**config.mk**
```make
export PLATFORM = sky130hd
export DESIGN_NAME = pe_core_v2
export DESIGN_NICKNAME = d
export VERILOG_FILES = /design/src/rtl/pe_core_v2.sv
export SDC_FILE = /design/constraint.sdc
export NUM_CORES = 2
export LEC_CHECK = 0
export ABC_AREA = 0
export ABC_CLOCK_PERIOD_IN_PS = 10000
export CORE_UTILIZATION = 42
export DETAILED_ROUTE_END_ITERATION = 6
export GPL_TIMING_DRIVEN = 0
export HOLD_SLACK_MARGIN = 0.03
export PLACE_DENSITY = 0.6
export SLEW_MARGIN = 30
export SYNTH_ARGS = -nofsm -noshare
export SYNTH_HDL_FRONTEND = slang
export SYNTH_SLANG_ARGS = --single-unit
```
**constraint.sdc**
```tcl
create_clock -name clk -period 10 [get_ports clk]
set_clock_uncertainty 0.1 [all_clocks]
set_input_delay 1 -clock clk [delete_from_list [all_inputs] [get_ports clk]]
set_output_delay 1 -clock clk [all_outputs]
set_load 0.02 [all_outputs]
```
**src/rtl/pe_core_v2.sv**
```systemverilog
// pe_core_v2 - single-lane 32-bit integer processing-element core.
//
// Accepts one operation per cycle and returns its result through a two-register
// pipeline. There is no back-pressure, and operations leave in issue order.
//
// Ports:
//   clk          rising-edge clock
//   rst_n        asynchronous reset, active-high (rst_n=1 clears the pipeline)
//   opcode_func  [11:5]=opcode, [4:0]=func, [31:12] ignored
//   op1          operand A
//   op2          operand B
//   op3          operand C (accumulate input, used only by MAC)
//   valid_in     operation present this cycle
//   result_out   registered result; holds its value between strobes
//   result_valid one-cycle strobe marking a new result_out
//
// Timing: an op sampled at edge E is executed from the stage-1 registers and
// written to result_out at edge E+1. A consumer that samples at edge E+2 therefore
// sees result_valid=1.

module pe_core_v2 (
    input  logic        clk,
    input  logic        rst_n,
    input  logic [31:0] opcode_func,
    input  logic [31:0] op1,
    input  logic [31:0] op2,
    input  logic [31:0] op3,
    input  logic        valid_in,
    output logic [31:0] result_out,
    output logic        result_valid
);

    localparam int DATA_W = 32;

    localparam logic [6:0] OPC_ALU  = 7'h01;

    localparam logic [4:0] FN_ADD   = 5'h01;
    localparam logic [4:0] FN_SUB   = 5'h02;
    localparam logic [4:0] FN_MUL   = 5'h03;
    localparam logic [4:0] FN_AND   = 5'h04;
    localparam logic [4:0] FN_OR    = 5'h05;
    localparam logic [4:0] FN_XOR   = 5'h06;
    localparam logic [4:0] FN_SHL   = 5'h07;
    localparam logic [4:0] FN_SHR   = 5'h08;
    localparam logic [4:0] FN_SRA   = 5'h09;
    localparam logic [4:0] FN_MIN   = 5'h0A;
    localparam logic [4:0] FN_MAX   = 5'h0B;
    localparam logic [4:0] FN_MAC   = 5'h0C;
    localparam logic [4:0] FN_ABS   = 5'h0D;
    localparam logic [4:0] FN_SLT   = 5'h0E;

    // The opcode_func upper bits carry no meaning for this core.
    logic unused_hi;
    assign unused_hi = ^opcode_func[31:12];

    logic [11:0]              opf_p0;
    logic signed [DATA_W-1:0] a_p0;
    logic signed [DATA_W-1:0] b_p0;
    logic signed [DATA_W-1:0] c_p0;
    logic                     vld_p0;
    logic signed [DATA_W-1:0] exe_res;

    // Every operation wraps modulo 2^32. Undefined opcodes and funcs return 0.
    function automatic logic signed [DATA_W-1:0] alu_exec(
        input logic [11:0]              opf,
        input logic signed [DATA_W-1:0] a,
        input logic signed [DATA_W-1:0] b,
        input logic signed [DATA_W-1:0] c
    );
        logic [6:0] opc;
        logic [4:0] fn;
        logic [4:0] sh;
        alu_exec = '0;
        opc      = opf[11:5];
        fn       = opf[4:0];
        sh       = b[4:0];
        if (opc == OPC_ALU) begin
            case (fn)
                FN_ADD:  alu_exec = a + b;
                FN_SUB:  alu_exec = a - b;
                FN_MUL:  alu_exec = a * b;
                FN_AND:  alu_exec = a & b;
                FN_OR:   alu_exec = a | b;
                FN_XOR:  alu_exec = a ^ b;
                FN_SHL:  alu_exec = a << sh;
                FN_SHR:  alu_exec = a >> sh;
                FN_SRA:  alu_exec = a >>> sh;
                FN_MIN:  alu_exec = (a < b) ? a : b;
                FN_MAX:  alu_exec = (a < b) ? b : a;
                FN_MAC:  alu_exec = a * b + c;
                // Negating the most negative value wraps back to itself.
                FN_ABS:  alu_exec = a[DATA_W-1] ? -a : a;
                FN_SLT:  alu_exec = {{(DATA_W-1){1'b0}}, (a < b)};
                default: alu_exec = '0;
            endcase
        end
    endfunction

    // ---- stage 1: capture operation ----
    always_ff @(posedge clk or posedge rst_n) begin
        if (rst_n) begin
            vld_p0 <= 1'b0;
            opf_p0 <= '0;
            a_p0   <= '0;
            b_p0   <= '0;
            c_p0   <= '0;
        end else begin
            vld_p0 <= valid_in;
            if (valid_in) begin
                opf_p0 <= opcode_func[11:0];
                a_p0   <= op1;
                b_p0   <= op2;
                c_p0   <= op3;
            end
        end
    end

    always_comb begin
        exe_res = alu_exec(opf_p0, a_p0, b_p0, c_p0);
    end

    // ---- stage 2: execute and register output ----
    always_ff @(posedge clk or posedge rst_n) begin
        if (rst_n) begin
            result_valid <= 1'b0;
            result_out   <= '0;
        end else begin
            result_valid <= vld_p0;
            if (vld_p0) begin
                result_out <= exe_res;
            end
        end
    end

endmodule

```
==> results_tabular.tex <==
\begin{tabular}{lr}
\hline
Metric & Value \\
\hline
\multicolumn{2}{l}{\textbf{Placement}} \\
Pre-CTS setup slack & -3.77 ns \\
Final HPWL DP & 149 mm \\
Final weighted congestion in routability-driven placement & 1.09 \\
Count of input and output buffers & 143 \\
\multicolumn{2}{l}{\textbf{Synthesis}} \\
Register bit count reported by yosys & 142 \\
Post-synth ARST share & 100\% \\
Mean post-synth cell area & 8.17 um2 \\
Share of the synthesized netlist area taken by xor and xnor gates & 4.06\% \\
Count of different cell masters after synthesis & 91 \\
Post-synthesis share of cell area spent on and, or, nand and nor gates & 15.6\% \\
Net count of the mapped netlist & 4,750 \\
Count of warnings emitted by yosys & 0 \\
Post-synthesis instance total & 3,929 \\
Sequential fraction of the synthesis area & 11.1\% \\
Post-synth EDFFs & 0 \\
Main flop type after synthesis & sky130\_fd\_sc\_hd\_\_dfrtp\_1 \\
Multiplexer fraction of the synthesized cell area & 6.15\% \\
Compound-cell area share of the yosys netlist & 17.3\% \\
Adder-cell share of the synthesized area & 36.5\% \\
Main combinational cell family by area after synthesis & adder cells \\
Synth Cell Area & 32,100 um2 \\
\multicolumn{2}{l}{\textbf{Clocking}} \\
Clock H-tree levels & 4 \\
Sink count of the clock tree & 142 \\
Clock transition at the register clock pins on the worst setup and hold paths after CTS & 0.07 ns \\
Clock root buffer & sky130\_fd\_sc\_hd\_\_clkbuf\_16 \\
TritonCTS clock tree & built \\
TritonCTS buffer count & 17 \\
Largest buffer count on any clock path & 2 \\
Hold-fix buffer count after cts & 0 \\
Clock network latency to the later pin of the worst-skew pair & 0.54 ns \\
\multicolumn{2}{l}{\textbf{Critical path}} \\
Endpoint arrival time on the critical path & 10.55 ns \\
Startpoint of the most critical register-to-register path & b\_p0[4]\$\_DFFE\_PP0P\_ \\
R2R Setup Slk & -0.24 ns \\
Cell family with the largest share of critical-path delay & adder cells \\
CP Capture Type & register \\
Required time reported for the critical path endpoint & 10.31 ns \\
Number of buffer and inverter instances along the worst setup path & 6 \\
Largest fanout on the critical path & 9 \\
Kind of start point of the critical path & register \\
Slowest stage cell, crit path & sky130\_fd\_sc\_hd\_\_fa\_1 \\
Endpoint of the worst register-to-register path & result\_out[30]\$\_DFFE\_PP0P\_ \\
Stage delay of the slowest cell on the critical path & 0.62 ns \\
Most repeated library cell on the critical path & sky130\_fd\_sc\_hd\_\_fa\_1 \\
Worst Path Class, Setup & register to register \\
Depth of the most critical reg-to-reg path & 34 \\
\multicolumn{2}{l}{\textbf{Timing}} \\
Setup repair after global routing missed its margin & yes \\
Final Worst Setup Slack & -0.243 ns \\
Hold violation count in the final report & 0 \\
Relative slew margins & 20.7\% \\
Final period demand of the worst path & 10.24 ns \\
Number of failing setup endpoints in the final timing report & 2 \\
Highest Clock Rate & 97.6 MHz \\
Setup TNS & -0.273 ns \\
Final critical-path share of the clock period & 102\% \\
Transition time at the pin with the least slew margin & 1.19 ns \\
Max Slew Vio Count & 0 \\
\multicolumn{2}{l}{\textbf{Detailed routing}} \\
Average wire per cell in the routed design & 35.9 um \\
Post-Route WL & 184 mm \\
Drt drc & 0 \\
Total vias in the final route & 33,000 \\
Final ANT Viol Nets & 0 \\
DR vias/cell & 6.45 \\
DRT Pass-1 Iters & 6 \\
Violation count after the first detailed-routing iteration & 4,513 \\
\multicolumn{2}{l}{\textbf{Floorplan}} \\
Effective utilization at floorplan & 42.8\% \\
Number of top-level pins & 164 \\
Std cell rows & 100 \\
Die Footprint & 77,500 um2 \\
Floorplan die width & 278 um \\
Core area & 74,900 um2 \\
Vertical extent of the die & 278 um \\
\multicolumn{2}{l}{\textbf{Status}} \\
Status & finished with violations \\
Violations in the final reports & negative setup slack \\
\multicolumn{2}{l}{\textbf{Global routing}} \\
Overflow after GRT & 0 \\
All-layer global routing usage & 47.9\% \\
Vias in the first global route & 32,700 \\
First-pass GRT wire length & 255 mm \\
Pin count of the biggest net entering global routing & 78 \\
Number of antenna violations at the first check in global routing & 9 \\
\multicolumn{2}{l}{\textbf{Hold path}} \\
Cell count of the worst hold path & 1 \\
Path type of the worst min-delay path & register to register \\
Endpoint with the worst hold slack & result\_out[16]\$\_DFFE\_PP0P\_ \\
Worst hold path startpoint & result\_out[16]\$\_DFFE\_PP0P\_ \\
\multicolumn{2}{l}{\textbf{Layout}} \\
Share of post-route cells with drive strength above 1 & 11.2\% \\
Diodes inserted & 0 \\
Layout Nets & 4,957 \\
Finished Core Util & 49.8\% \\
Layout overhead on the synthesized area & 16.3\% \\
\multicolumn{2}{l}{\textbf{Run}} \\
Count of maximum capacitance violations & 0 \\
\hline
\end{tabular}
==> sequential cells by signal, indices dropped and copies added (netlist names) <==
signal / cells
c_p0: 32
b_p0: 32
result_valid: 1
opf_p0: 12
a_p0: 32
result_out: 32
vld_p0: 1
==> synthesized netlist by cell type, drive strengths merged (52+ instances only) <==
cell type / count / area share, %
a21oi: 200 / 3.1
fa: 411 / 26
nor2: 516 / 6.1
dfrtp: 142 / 11
buf: 71 / 0.96
clkbuf: 190 / 2.2
mux2i: 60 / 1.9
nor3: 52 / 0.81
mux2: 54 / 1.9
xnor2: 116 / 3.2
inv: 507 / 5.9
ha: 279 / 11
nand2: 410 / 4.8
o21ai: 230 / 3.6
==> cell usage in the layout, fill, tap and decap left out, types with 20 or more instances in the layout <==
cell type                         count
sky130_fd_sc_hd__a211oi_1            29
sky130_fd_sc_hd__a21o_1              43
sky130_fd_sc_hd__a21oi_1            189
sky130_fd_sc_hd__a221oi_1            45
sky130_fd_sc_hd__buf_2               20
sky130_fd_sc_hd__buf_4               77
sky130_fd_sc_hd__clkbuf_1           104
sky130_fd_sc_hd__clkbuf_16           23
sky130_fd_sc_hd__clkbuf_2            33
sky130_fd_sc_hd__clkdlybuf4s50_1    143
sky130_fd_sc_hd__dfrtp_1            130
sky130_fd_sc_hd__fa_1               408
sky130_fd_sc_hd__ha_1               265
sky130_fd_sc_hd__inv_1              484
sky130_fd_sc_hd__mux2_2              54
sky130_fd_sc_hd__mux2i_1             60
sky130_fd_sc_hd__mux4_2              34
sky130_fd_sc_hd__nand2_1            410
sky130_fd_sc_hd__nand2b_1            32
sky130_fd_sc_hd__nand3_1             36
sky130_fd_sc_hd__nor2_1             501
sky130_fd_sc_hd__nor2b_1             20
sky130_fd_sc_hd__nor3_1              47
sky130_fd_sc_hd__o211ai_1            32
sky130_fd_sc_hd__o21ai_0            219
sky130_fd_sc_hd__o22ai_1             31
sky130_fd_sc_hd__o31ai_1             23
sky130_fd_sc_hd__or3_1               21
sky130_fd_sc_hd__xnor2_1            108
sky130_fd_sc_hd__xor2_1              21
==> how the worst max path moves through the flow <==
stage | startpoint | to | slack, ns | cells after the start
after floorplan | b_p0[2]$_DFFE_PP0P_ | result_out[30]$_DFFE_PP0P_ | 0.09 | 37
after global placement | b_p0[2]$_DFFE_PP0P_ | result_out[30]$_DFFE_PP0P_ | -3.66 | 36
after detailed placement | b_p0[3]$_DFFE_PP0P_ | result_out[30]$_DFFE_PP0P_ | -3.77 | 39
after CTS | b_p0[3]$_DFFE_PP0P_ | result_out[30]$_DFFE_PP0P_ | -0.005 | 35
after global routing | b_p0[4]$_DFFE_PP0P_ | result_out[30]$_DFFE_PP0P_ | -0.38 | 34
final | b_p0[4]$_DFFE_PP0P_ | result_out[30]$_DFFE_PP0P_ | -0.24 | 34
==> metrics by stage <==
step | instance area [um2] | std cells | hold WS, ns
after CTS | 36800 | 5096 | 0.402
final | 37300 | 5118 | 0.401
after floorplan | 32100 | 3929 | 0.370
after global placement | 34700 | 5041 | 0.374
after global routing | 37300 | 5118 | 0.419
after detailed placement | 35000 | 5048 | 0.382
==> repair_timing <==
item                       in CTS  in global routing
buffers inserted               32                 27
gates cloned                    1                  0
pin swaps                      24                 39
gates resized for setup       320                105
setup endpoints to repair      24                 12
==> cell families (layout without fill, tap and decap cells) <==
family | Yosys count | count (layout)
AND/OR/NAND/NOR | 1175 | 1175
AO/OA/AOI/OAI | 849 | 849
buffers and inverters | 778 | 998
adder cells (fa/ha/maj) | 690 | 690
multiplexers | 148 | 148
XOR/XNOR | 147 | 147
flip-flops | 142 | 142
==> worst register-to-register path: cells and delay by family (launching register included) <==
kind	cells	cell delay, ns
adder cells (fa/ha/maj)	10	4.51
buffers and inverters	6	0.91
flip-flops	1	0.49
AND/OR/NAND/NOR	3	0.37
AO/OA/AOI/OAI	14	3.61
XOR/XNOR	1	0.16
==> cell type report <==
cell class                 instances  area, um2
buffer                           237       1540
clock buffer                      19        433
clock inverter                    13        164
fill                            7360      37600
inverter                         517       2060
multi-input combinational       3009      26300
sequential                       142       3570
tap                              969       1210
timing repair buffer             212       2020
==> layer usage <==
metal | track usage, % | wire [um]
met1 | 63.7 | 73000
met2 | 65.5 | 71400
met3 | 16.3 | 23500
met4 | 31.6 | 15800
met5 | 0 | 224
Power is not shown: default switching activity piles up to over one toggle a cycle in this logic, so the estimate is an artifact.
